## config.mk

```make
export PLATFORM = sky130hd
export DESIGN_NAME = multicycle_control
export DESIGN_NICKNAME = d
export VERILOG_FILES = /design/src/rtl/multicycle_control.sv
export SDC_FILE = /design/constraint.sdc
export NUM_CORES = 1
export LEC_CHECK = 0
export BUFFER_PORTS_ARGS = -buffer_cell sky130_fd_sc_hd__buf_2
export CORE_MARGIN = 3
export CORE_UTILIZATION = 54
export DETAILED_ROUTE_END_ITERATION = 12
export PLACE_DENSITY = 0.8
export SKIP_LAST_GASP = 1
export SLEW_MARGIN = 20
export SYNTH_ARGS = -nofsm -noshare
export SYNTH_HDL_FRONTEND = slang
export SYNTH_SLANG_ARGS = --single-unit
```

## constraint.sdc

```tcl
create_clock -name clk -period 2.7 [get_ports clk]
set_clock_uncertainty 0.1 [all_clocks]
set_input_delay 0.405 -clock clk [delete_from_list [all_inputs] [get_ports clk]]
set_output_delay 0.405 -clock clk [all_outputs]
set_load 0.03 [all_outputs]
```

## src/rtl/multicycle_control.sv

```systemverilog
// Multi-cycle instruction sequencer: FETCH/DECODE/EXEC/MEM/WB with memory-ready handshakes,
// timeout and illegal-opcode traps, external stall, and a retired-instruction counter.
module multicycle_control #(
  parameter int OPW    = 6,
  parameter int ALUOPW = 4,
  parameter int TMO    = 15,
  parameter int CNTW   = 16
) (
  input  logic              clk,
  input  logic              rst_n,
  input  logic [OPW-1:0]    op,
  input  logic              imem_ready,
  input  logic              dmem_ready,
  input  logic              zero,
  input  logic              stall,
  output logic [2:0]        state,
  output logic              imem_read,
  output logic              ir_wen,
  output logic              pc_wen,
  output logic [1:0]        pc_src,
  output logic              wen,
  output logic              alusrc,
  output logic              reg_dst,
  output logic              mem_to_reg,
  output logic              link,
  output logic [ALUOPW-1:0] aluop,
  output logic              mem_read,
  output logic              mem_write,
  output logic              done,
  output logic              illegal,
  output logic              timeout,
  output logic [CNTW-1:0]   retired
);

  localparam logic [OPW-1:0] OP_ADD  = OPW'(6'h00);
  localparam logic [OPW-1:0] OP_SUB  = OPW'(6'h01);
  localparam logic [OPW-1:0] OP_AND  = OPW'(6'h02);
  localparam logic [OPW-1:0] OP_XOR  = OPW'(6'h03);
  localparam logic [OPW-1:0] OP_COM  = OPW'(6'h04);
  localparam logic [OPW-1:0] OP_MUL  = OPW'(6'h05);
  localparam logic [OPW-1:0] OP_ADDI = OPW'(6'h10);
  localparam logic [OPW-1:0] OP_LW   = OPW'(6'h20);
  localparam logic [OPW-1:0] OP_BEQ  = OPW'(6'h21);
  localparam logic [OPW-1:0] OP_SW   = OPW'(6'h30);
  localparam logic [OPW-1:0] OP_J    = OPW'(6'h38);
  localparam logic [OPW-1:0] OP_JAL  = OPW'(6'h39);
  localparam logic [OPW-1:0] OP_JR   = OPW'(6'h3a);

  localparam int CW = $clog2(TMO + 1);

  typedef enum logic [2:0] {
    S_FETCH  = 3'd0,
    S_DECODE = 3'd1,
    S_EXEC   = 3'd2,
    S_MEM    = 3'd3,
    S_WB     = 3'd4,
    S_TRAP   = 3'd7
  } state_t;

  state_t          st_q, st_nxt;
  logic [OPW-1:0]  op_q;
  logic [CW-1:0]   cnt_q;
  logic            tmo_hit, ill_hit, waiting;

  function automatic logic is_legal(input logic [OPW-1:0] o);
    case (o)
      OP_ADD, OP_SUB, OP_AND, OP_XOR, OP_COM, OP_MUL, OP_ADDI,
      OP_LW, OP_BEQ, OP_SW, OP_J, OP_JAL, OP_JR: is_legal = 1'b1;
      default:                                   is_legal = 1'b0;
    endcase
  endfunction

  assign state = st_q;

  always_comb begin
    st_nxt     = st_q;
    tmo_hit    = 1'b0;
    ill_hit    = 1'b0;
    imem_read  = 1'b0;
    ir_wen     = 1'b0;
    pc_wen     = 1'b0;
    pc_src     = 2'd0;
    wen        = 1'b0;
    alusrc     = 1'b0;
    reg_dst    = 1'b0;
    mem_to_reg = 1'b0;
    link       = 1'b0;
    aluop      = '0;
    mem_read   = 1'b0;
    mem_write  = 1'b0;
    done       = 1'b0;

    case (st_q)
      S_FETCH: begin
        imem_read = 1'b1;
        if (imem_ready) begin
          ir_wen = 1'b1;
          pc_wen = 1'b1;
          st_nxt = S_DECODE;
        end else if (cnt_q == CW'(TMO - 1)) begin
          tmo_hit = 1'b1;
          st_nxt  = S_TRAP;
        end
      end
      // DECODE looks at the live opcode; op_q only becomes valid after this cycle.
      S_DECODE: begin
        if (!is_legal(op)) begin
          ill_hit = 1'b1;
          st_nxt  = S_TRAP;
        end else if (op == OP_J || op == OP_JAL || op == OP_JR) begin
          pc_wen = 1'b1;
          pc_src = (op == OP_JR) ? 2'd3 : 2'd2;
          wen    = (op == OP_JAL);
          link   = (op == OP_JAL);
          done   = 1'b1;
          st_nxt = S_FETCH;
        end else begin
          st_nxt = S_EXEC;
        end
      end
      S_EXEC: begin
        aluop  = op_q[ALUOPW-1:0];
        alusrc = (op_q == OP_ADDI) || (op_q == OP_LW) || (op_q == OP_SW);
        if (op_q == OP_BEQ) begin
          pc_src = 2'd1;
          pc_wen = zero;
          done   = 1'b1;
          st_nxt = S_FETCH;
        end else if (op_q == OP_LW || op_q == OP_SW) begin
          st_nxt = S_MEM;
        end else begin
          st_nxt = S_WB;
        end
      end
      S_MEM: begin
        alusrc    = 1'b1;
        aluop     = op_q[ALUOPW-1:0];
        mem_read  = (op_q == OP_LW);
        mem_write = (op_q == OP_SW);
        if (dmem_ready) begin
          if (op_q == OP_LW) begin
            st_nxt = S_WB;
          end else begin
            done   = 1'b1;
            st_nxt = S_FETCH;
          end
        end else if (cnt_q == CW'(TMO - 1)) begin
          tmo_hit = 1'b1;
          st_nxt  = S_TRAP;
        end
      end
      S_WB: begin
        wen        = 1'b1;
        done       = 1'b1;
        reg_dst    = !((op_q == OP_ADDI) || (op_q == OP_LW));
        mem_to_reg = (op_q == OP_LW);
        st_nxt     = S_FETCH;
      end
      default: st_nxt = S_TRAP;
    endcase

    // Stall suppresses every write enable but keeps request strobes and selects steady.
    if (stall) begin
      ir_wen = 1'b0;
      pc_wen = 1'b0;
      wen    = 1'b0;
      done   = 1'b0;
    end

    // Outputs go quiet the instant reset asserts, even though the state reads FETCH.
    if (!rst_n) begin
      imem_read  = 1'b0;
      ir_wen     = 1'b0;
      pc_wen     = 1'b0;
      pc_src     = 2'd0;
      wen        = 1'b0;
      alusrc     = 1'b0;
      reg_dst    = 1'b0;
      mem_to_reg = 1'b0;
      link       = 1'b0;
      aluop      = '0;
      mem_read   = 1'b0;
      mem_write  = 1'b0;
      done       = 1'b0;
    end
  end

  assign waiting = ((st_q == S_FETCH) && !imem_ready) || ((st_q == S_MEM) && !dmem_ready);

  always_ff @(posedge clk or negedge rst_n) begin
    if (!rst_n) begin
      st_q    <= S_FETCH;
      op_q    <= '0;
      cnt_q   <= '0;
      retired <= '0;
      illegal <= 1'b0;
      timeout <= 1'b0;
    end else if (!stall) begin
      st_q <= st_nxt;
      if (st_q == S_DECODE) op_q <= op;
      if (st_nxt != st_q)   cnt_q <= '0;
      else if (waiting)     cnt_q <= cnt_q + 1'b1;
      if (done)    retired <= retired + 1'b1;
      if (ill_hit) illegal <= 1'b1;
      if (tmo_hit) timeout <= 1'b1;
    end
  end

endmodule
```

Word-level counts from Yosys, hierarchy flattened
Memories as Yosys holds them, arrays and structs flattened.
Cells that the tools add are included.
{"block": "totals", "romBits": 64, "in_bits": 12, "mem_count": 1, "out_inout_bits": 38, "elab_cells": 103, "reg_bits": 31}
{"block": "op_classes", "n_mux": 61, "n_eq_ne": 13, "n_reduce_logical": 19, "n_bitwise": 1, "add_sub_neg": 2}
{"memory": "(name not given)", "words": 64, "word_bits": 1, "read_ports": 1, "rd_ports_with_merged_regs": 0, "write_ports": 0, "line": "66", "rtl": "case (o)"}
{"operator": "two-way mux 1 bit", "n": 39}
{"operator": "equality test 6 bit, second input constant", "n": 6}
{"operator": "two-way mux 3 bit", "n": 7}
{"operator": "adder 16 x 1 -> 16 bit, second input constant", "n": 1}
{"operator": "two-way mux 4 bit", "n": 4}
{"operator": "one-hot mux 3 bit (5 select lines)", "n": 1}
{"operator": "AND reduction 2 bit", "n": 5}
{"operator": "two-way mux 2 bit", "n": 4}
{"operator": "equality test 3 x 2 -> 1 bit, second input constant", "n": 2}
{"operator": "equality test 6 x 5 -> 1 bit, second input constant", "n": 1}
{"operator": "logical OR 1 bit", "n": 6}
{"operator": "one-hot mux 1 bit (2 select lines)", "n": 3}
{"operator": "adder 4 x 1 -> 4 bit, second input constant", "n": 1}
{"operator": "equality test 4 bit, second input constant", "n": 1}
{"operator": "one-hot mux 1 bit (4 select lines)", "n": 1}
{"operator": "one-hot mux 2 bit (2 select lines)", "n": 1}
{"operator": "equality test 3 x 1 -> 1 bit, second input constant", "n": 1}
{"operator": "equality test 3 bit, second input constant", "n": 1}
{"operator": "zero test 1 bit", "n": 3}
{"operator": "zero test 3 bit", "n": 1}
{"operator": "inequality test 3 bit", "n": 1}
{"operator": "one-hot mux 1 bit (3 select lines)", "n": 1}
{"operator": "logical AND 1 bit", "n": 2}
{"operator": "nonzero test 2 bit", "n": 1}
{"operator": "other kinds (2)", "n": 2}

Longest topological paths before layout
{"block": "logic_depth", "depth_word": 9, "ltp_mapped": 7, "depth_no_buf": 7}

Worst setup path after synthesis
Ideal clock, no wire load.
{"block": "synth_timing", "path_type": "reg2out", "from": "register st_q[1], in the netlist state[1]", "to": "output pc_wen", "path_stages_with_launch": 7, "path_slack_ns": -0.125, "n_path_buf": 1, "arrival_ns": 2.320, "required_ns": 2.195, "path_cell_list": "dfrtp_1 -> clkbuf_1 -> clkinv_1 -> nor3_1 -> nor2b_1 -> nand2_1 -> a311oi_1"}
{"block": "synth_via", "elab_chain_cells": 4, "word_cells_on_any_way": 6, "cone_classes": "2 x eq/ne; 3 x mux; 1 x reduce/logical"}
{"item": "start: declaration", "line": "60", "rtl": "state_t st_q, st_nxt;"}
{"item": "start signal: assignment", "line": "199", "rtl": "st_q <= st_nxt;"}
{"item": "equality test 3 x 2 -> 1 bit, or another cell as far along", "line": "93", "rtl": "case (st_q)"}
{"item": "one-hot mux 1 bit (3 select lines) *", "line": "93"}
{"item": "two-way mux 1 bit *", "line": "163", "rtl": "if (stall) begin"}
{"item": "two-way mux 1 bit *", "line": "171", "rtl": "if (!rst_n) begin"}
{"item": "end: declaration", "line": "19", "rtl": "output logic pc_wen,"}
Every way passes the cells marked *; elsewhere a longest branch is shown, timed or not.

Final worst setup path
{"block": "layout_timing", "from": "register op_q[4]", "to": "output pc_wen"}
{"block": "layout_via", "elab_chain_cells": 5}
{"item": "start: declaration", "line": "61", "rtl": "logic [OPW-1:0] op_q;"}
{"item": "start signal: assignment", "line": "200", "rtl": "if (st_q == S_DECODE) op_q <= op;"}
{"item": "equality test 6 bit", "line": "124", "rtl": "if (op_q == OP_BEQ) begin"}
{"item": "two-way mux 1 bit", "line": "124"}
{"item": "one-hot mux 1 bit (3 select lines)", "line": "93"}
{"item": "two-way mux 1 bit", "line": "163"}
{"item": "two-way mux 1 bit", "line": "171"}
No other way between the ends.

==> out/qor.csv <==
metric,value,unit
status,"complete, no violations",
synth top area cells,"dfrtp_1 37%, xnor2_1 6.3%, mux2_2 3.8%, o2111ai_1 3.4%, nand2_1 3.1%",
Pre-antenna DRT Iters,4,
nets@finish,306,
"commonest non-fill, non-tap cell in the layout",buf_2,
DR vias,2043,
Worst-Margin Slew,0.412,ns
Layout Utilization,0.742,
die width,68.0,microns
syn avg cell area,9.12,sq um
Initial Utilization,0.590,
post-route cell area,0.00261,sq mm
largest family of logic cells by synthesized area,simple AND/OR/NAND/NOR gates,
"FFs w/ async S/R, synth",1.00,
HPWL after DPL,4030,microns
CTS sink cnt,31,
Comb power frac,0.510,
leakage power,1.21,nW
DP Area,0.00243,sq mm
most frequent cells in the layout,"47 x buf_2, 30 x dfrtp_1, 18 x buf_4",
Psw,1.05,mW
Post-Syn Area,0.00208,sq mm
final setup fails,0,
vias in the first global route,1895,
simple-gate portion of the synthesized area,0.256,
drt drc,0,
DRT iter0 DRCs,112,
CTS tree,done,
"Top FF cell, synth",dfrtp_1,
GR Overflow Total,0,
Peak Freq,371,MHz
proportion of power drawn by the clock network,0.200,
hold_ws,0.0455,ns
Crit Path Max Fanout,5,
Post-synth EDFFs,0,
launch point of the worst reg-to-reg path,op_q[4]$_DFFE_PN0P_,
library cells used by synthesis,54,
xor/xnor share of the synthesized area,0.0674,
CTS buffer count,5,
Synth Area in Adders,0.0181,
Root Driver,clkbuf_8,
Crit. End Element,output pin,
Worst Setup Start Kind,register,
largest net degree at the start of global routing,21,
DR vias/cell,6.04,
Synth top area share,0.373,
Tmin final,2.70,ns
Internal Power,1.33,mW
max-slew violation count,0,
row count,21,
fill count,282,
CP Launch Point,op_q[4]$_DFFE_PN0P_,
WP data arrival,2.19,ns
IO buf count,49,
GR Util All Layers,0.261,
total power draw,2.38,mW
worst-skew pair later-pin latency,0.29,ns
Inserted Diodes,0,
worst min path class,input pin to asynchronous set/reset pin,
Mapped Nets,243,
compound-gate portion of the synthesized area,0.208,
cell accounting for the most synthesized area,dfrtp_1,
share of the yosys chip area belonging to registers,0.373,
period utilization,0.999,
H-tree depth,2,
Max Buffers Root-to-Sink,2,
RSZ-0062 raised after global routing,true,
core footprint,0.00352,sq mm
WL per Instance,16.1,microns
Worst Path Required,2.19,ns
DIE HEIGHT,68.0,microns
Final ANT Viol Nets,0,
Seq pwr share,0.290,
Area growth syn-to-layout,25.7,%
routed wire length,5450,microns
gp weighted congestion,0.919,
Die Outline Area,0.00463,sq mm
number of synthesis warnings,0,
Max Cap Viol,0,
first-pass GRT wire length,9030,microns
Mapped Cells,228,
initial antenna violation count,0,
Max VDD drop,0.524,mV
Slew HR,0.723,
ratio of cells with drive above 1 in the final layout,0.325,
I/O pin cnt,50,
mux share of post-synthesis cell area,0.0379,
Worst-path clk slew,0.07,ns
Yosys reg bits,31,
Sw Ratio,0.440,
PD cells,910,mW/mm^2
Final Hold Fails,0,
crit path kind,register to output pin,
[layer usage]
metal | vias up | share of wire | track usage
li1 | 983 | - | -
met1 | 952 | 0.43 | 0.347
met2 | 98 | 0.47 | 0.420
met3 | 10 | 0.079 | 0.0558
met4 | 0 | 0.016 | 0.0893
met5 | - | 0 | 0
[state kept, by name, indices dropped and copies added, names as in the netlist]
signal / count
cnt_q: 4
state: 3
retired: 16
op_q: 6
illegal: 1
timeout: 1
[synth_stat cells, drive strengths merged, types with 4 or more instances]
master,number
o2111ai,8
xnor2,15
clkbuf,6
buf,5
nor2,13
mux2,7
nor3,5
inv,7
nor3b,4
o21ai,9
nand3,9
dfrtp,31
nor4,4
o211ai,5
o31ai,4
nor2b,5
and3,5
a21oi,12
nand2,17
and2,7
and4,5
[kinds of logic (layout without fill, tap and decap cells)]
logic type | count (synthesis) | in the layout
AO/OA/AOI/OAI | 60 | 60
XOR/XNOR | 16 | 16
adder cells (fa/ha/maj) | 3 | 3
buffers and inverters | 19 | 83
flip-flops | 31 | 31
multiplexers | 7 | 7
AND/OR/NAND/NOR | 92 | 92
[worst max-delay path, stage by stage, from the launching register on]
cell      delay (ns)
dfrtp_1         0.39
or4b_4          0.56
or2_4           0.28
nor2b_2         0.12
nand2_1         0.07
a311oi_2        0.27
buf_4           0.21
[layout make-up]
type,instances,area [sq um],share of cell area
well taps,46,57.6,0.0220
flip-flops and latches,31,777,0.297
multi-input cells,178,1240,0.474
clock buffers,6,82.6,0.0316
repair buffers,67,392,0.150
clock inverters,2,35.0,0.0134
inverters,8,30.0,0.0115
[timing repair]
action                                  4_1_cts  5_1_grt
hold buffers                                  1        0
pin swaps                                     2        4
cloned                                        0        0
gates resized for setup                       5        4
endpoints found under the setup margin        2        8
buffers inserted                              4        0
endpoints found under the hold margin         6        0
[path summary, 6_finish.rpt]
check / end / slack, ns / cells past startpoint
setup / recovery: pc_wen / 0.003 / 6
hold / removal: retired[7]$_DFFE_PN0P_ / 0.05 / 2
setup reg to reg: retired[5]$_DFFE_PN0P_ / 0.38 / 6
hold reg to reg: retired[15]$_DFFE_PN0P_ / 0.37 / 1
max in group asynchronous: state[2]$_DFFE_PN0N_ / 1.67 / 2
min in group clk: op_q[4]$_DFFE_PN0P_ / 0.33 / 2
[power groups by stage]
| stage | clock network, mW | registers, mW | logic (mW) |
|---|---|---|---|
| after CTS | 0.480 | 0.684 | 1.19 |
| after global routing | 0.508 | 0.705 | 1.31 |
| after global placement | 0 | 0.698 | 1.11 |
| final | 0.475 | 0.690 | 1.21 |
| after detailed placement | 0 | 0.703 | 1.13 |
| after floorplan | 0 | 0.790 | 0.685 |
[stage by stage]
stage          setup WS [ns]  setup TNS (ns)  cells
6_report             0.00270               0    338
3_5_place_dp           0.170               0    325
2_1_floorplan         0.0577               0    228
5_1_grt              -0.0541         -0.0803    338
4_1_cts              0.00423               0    338
3_3_place_gp           0.210               0    325
Power figures use the tool's default switching activity.
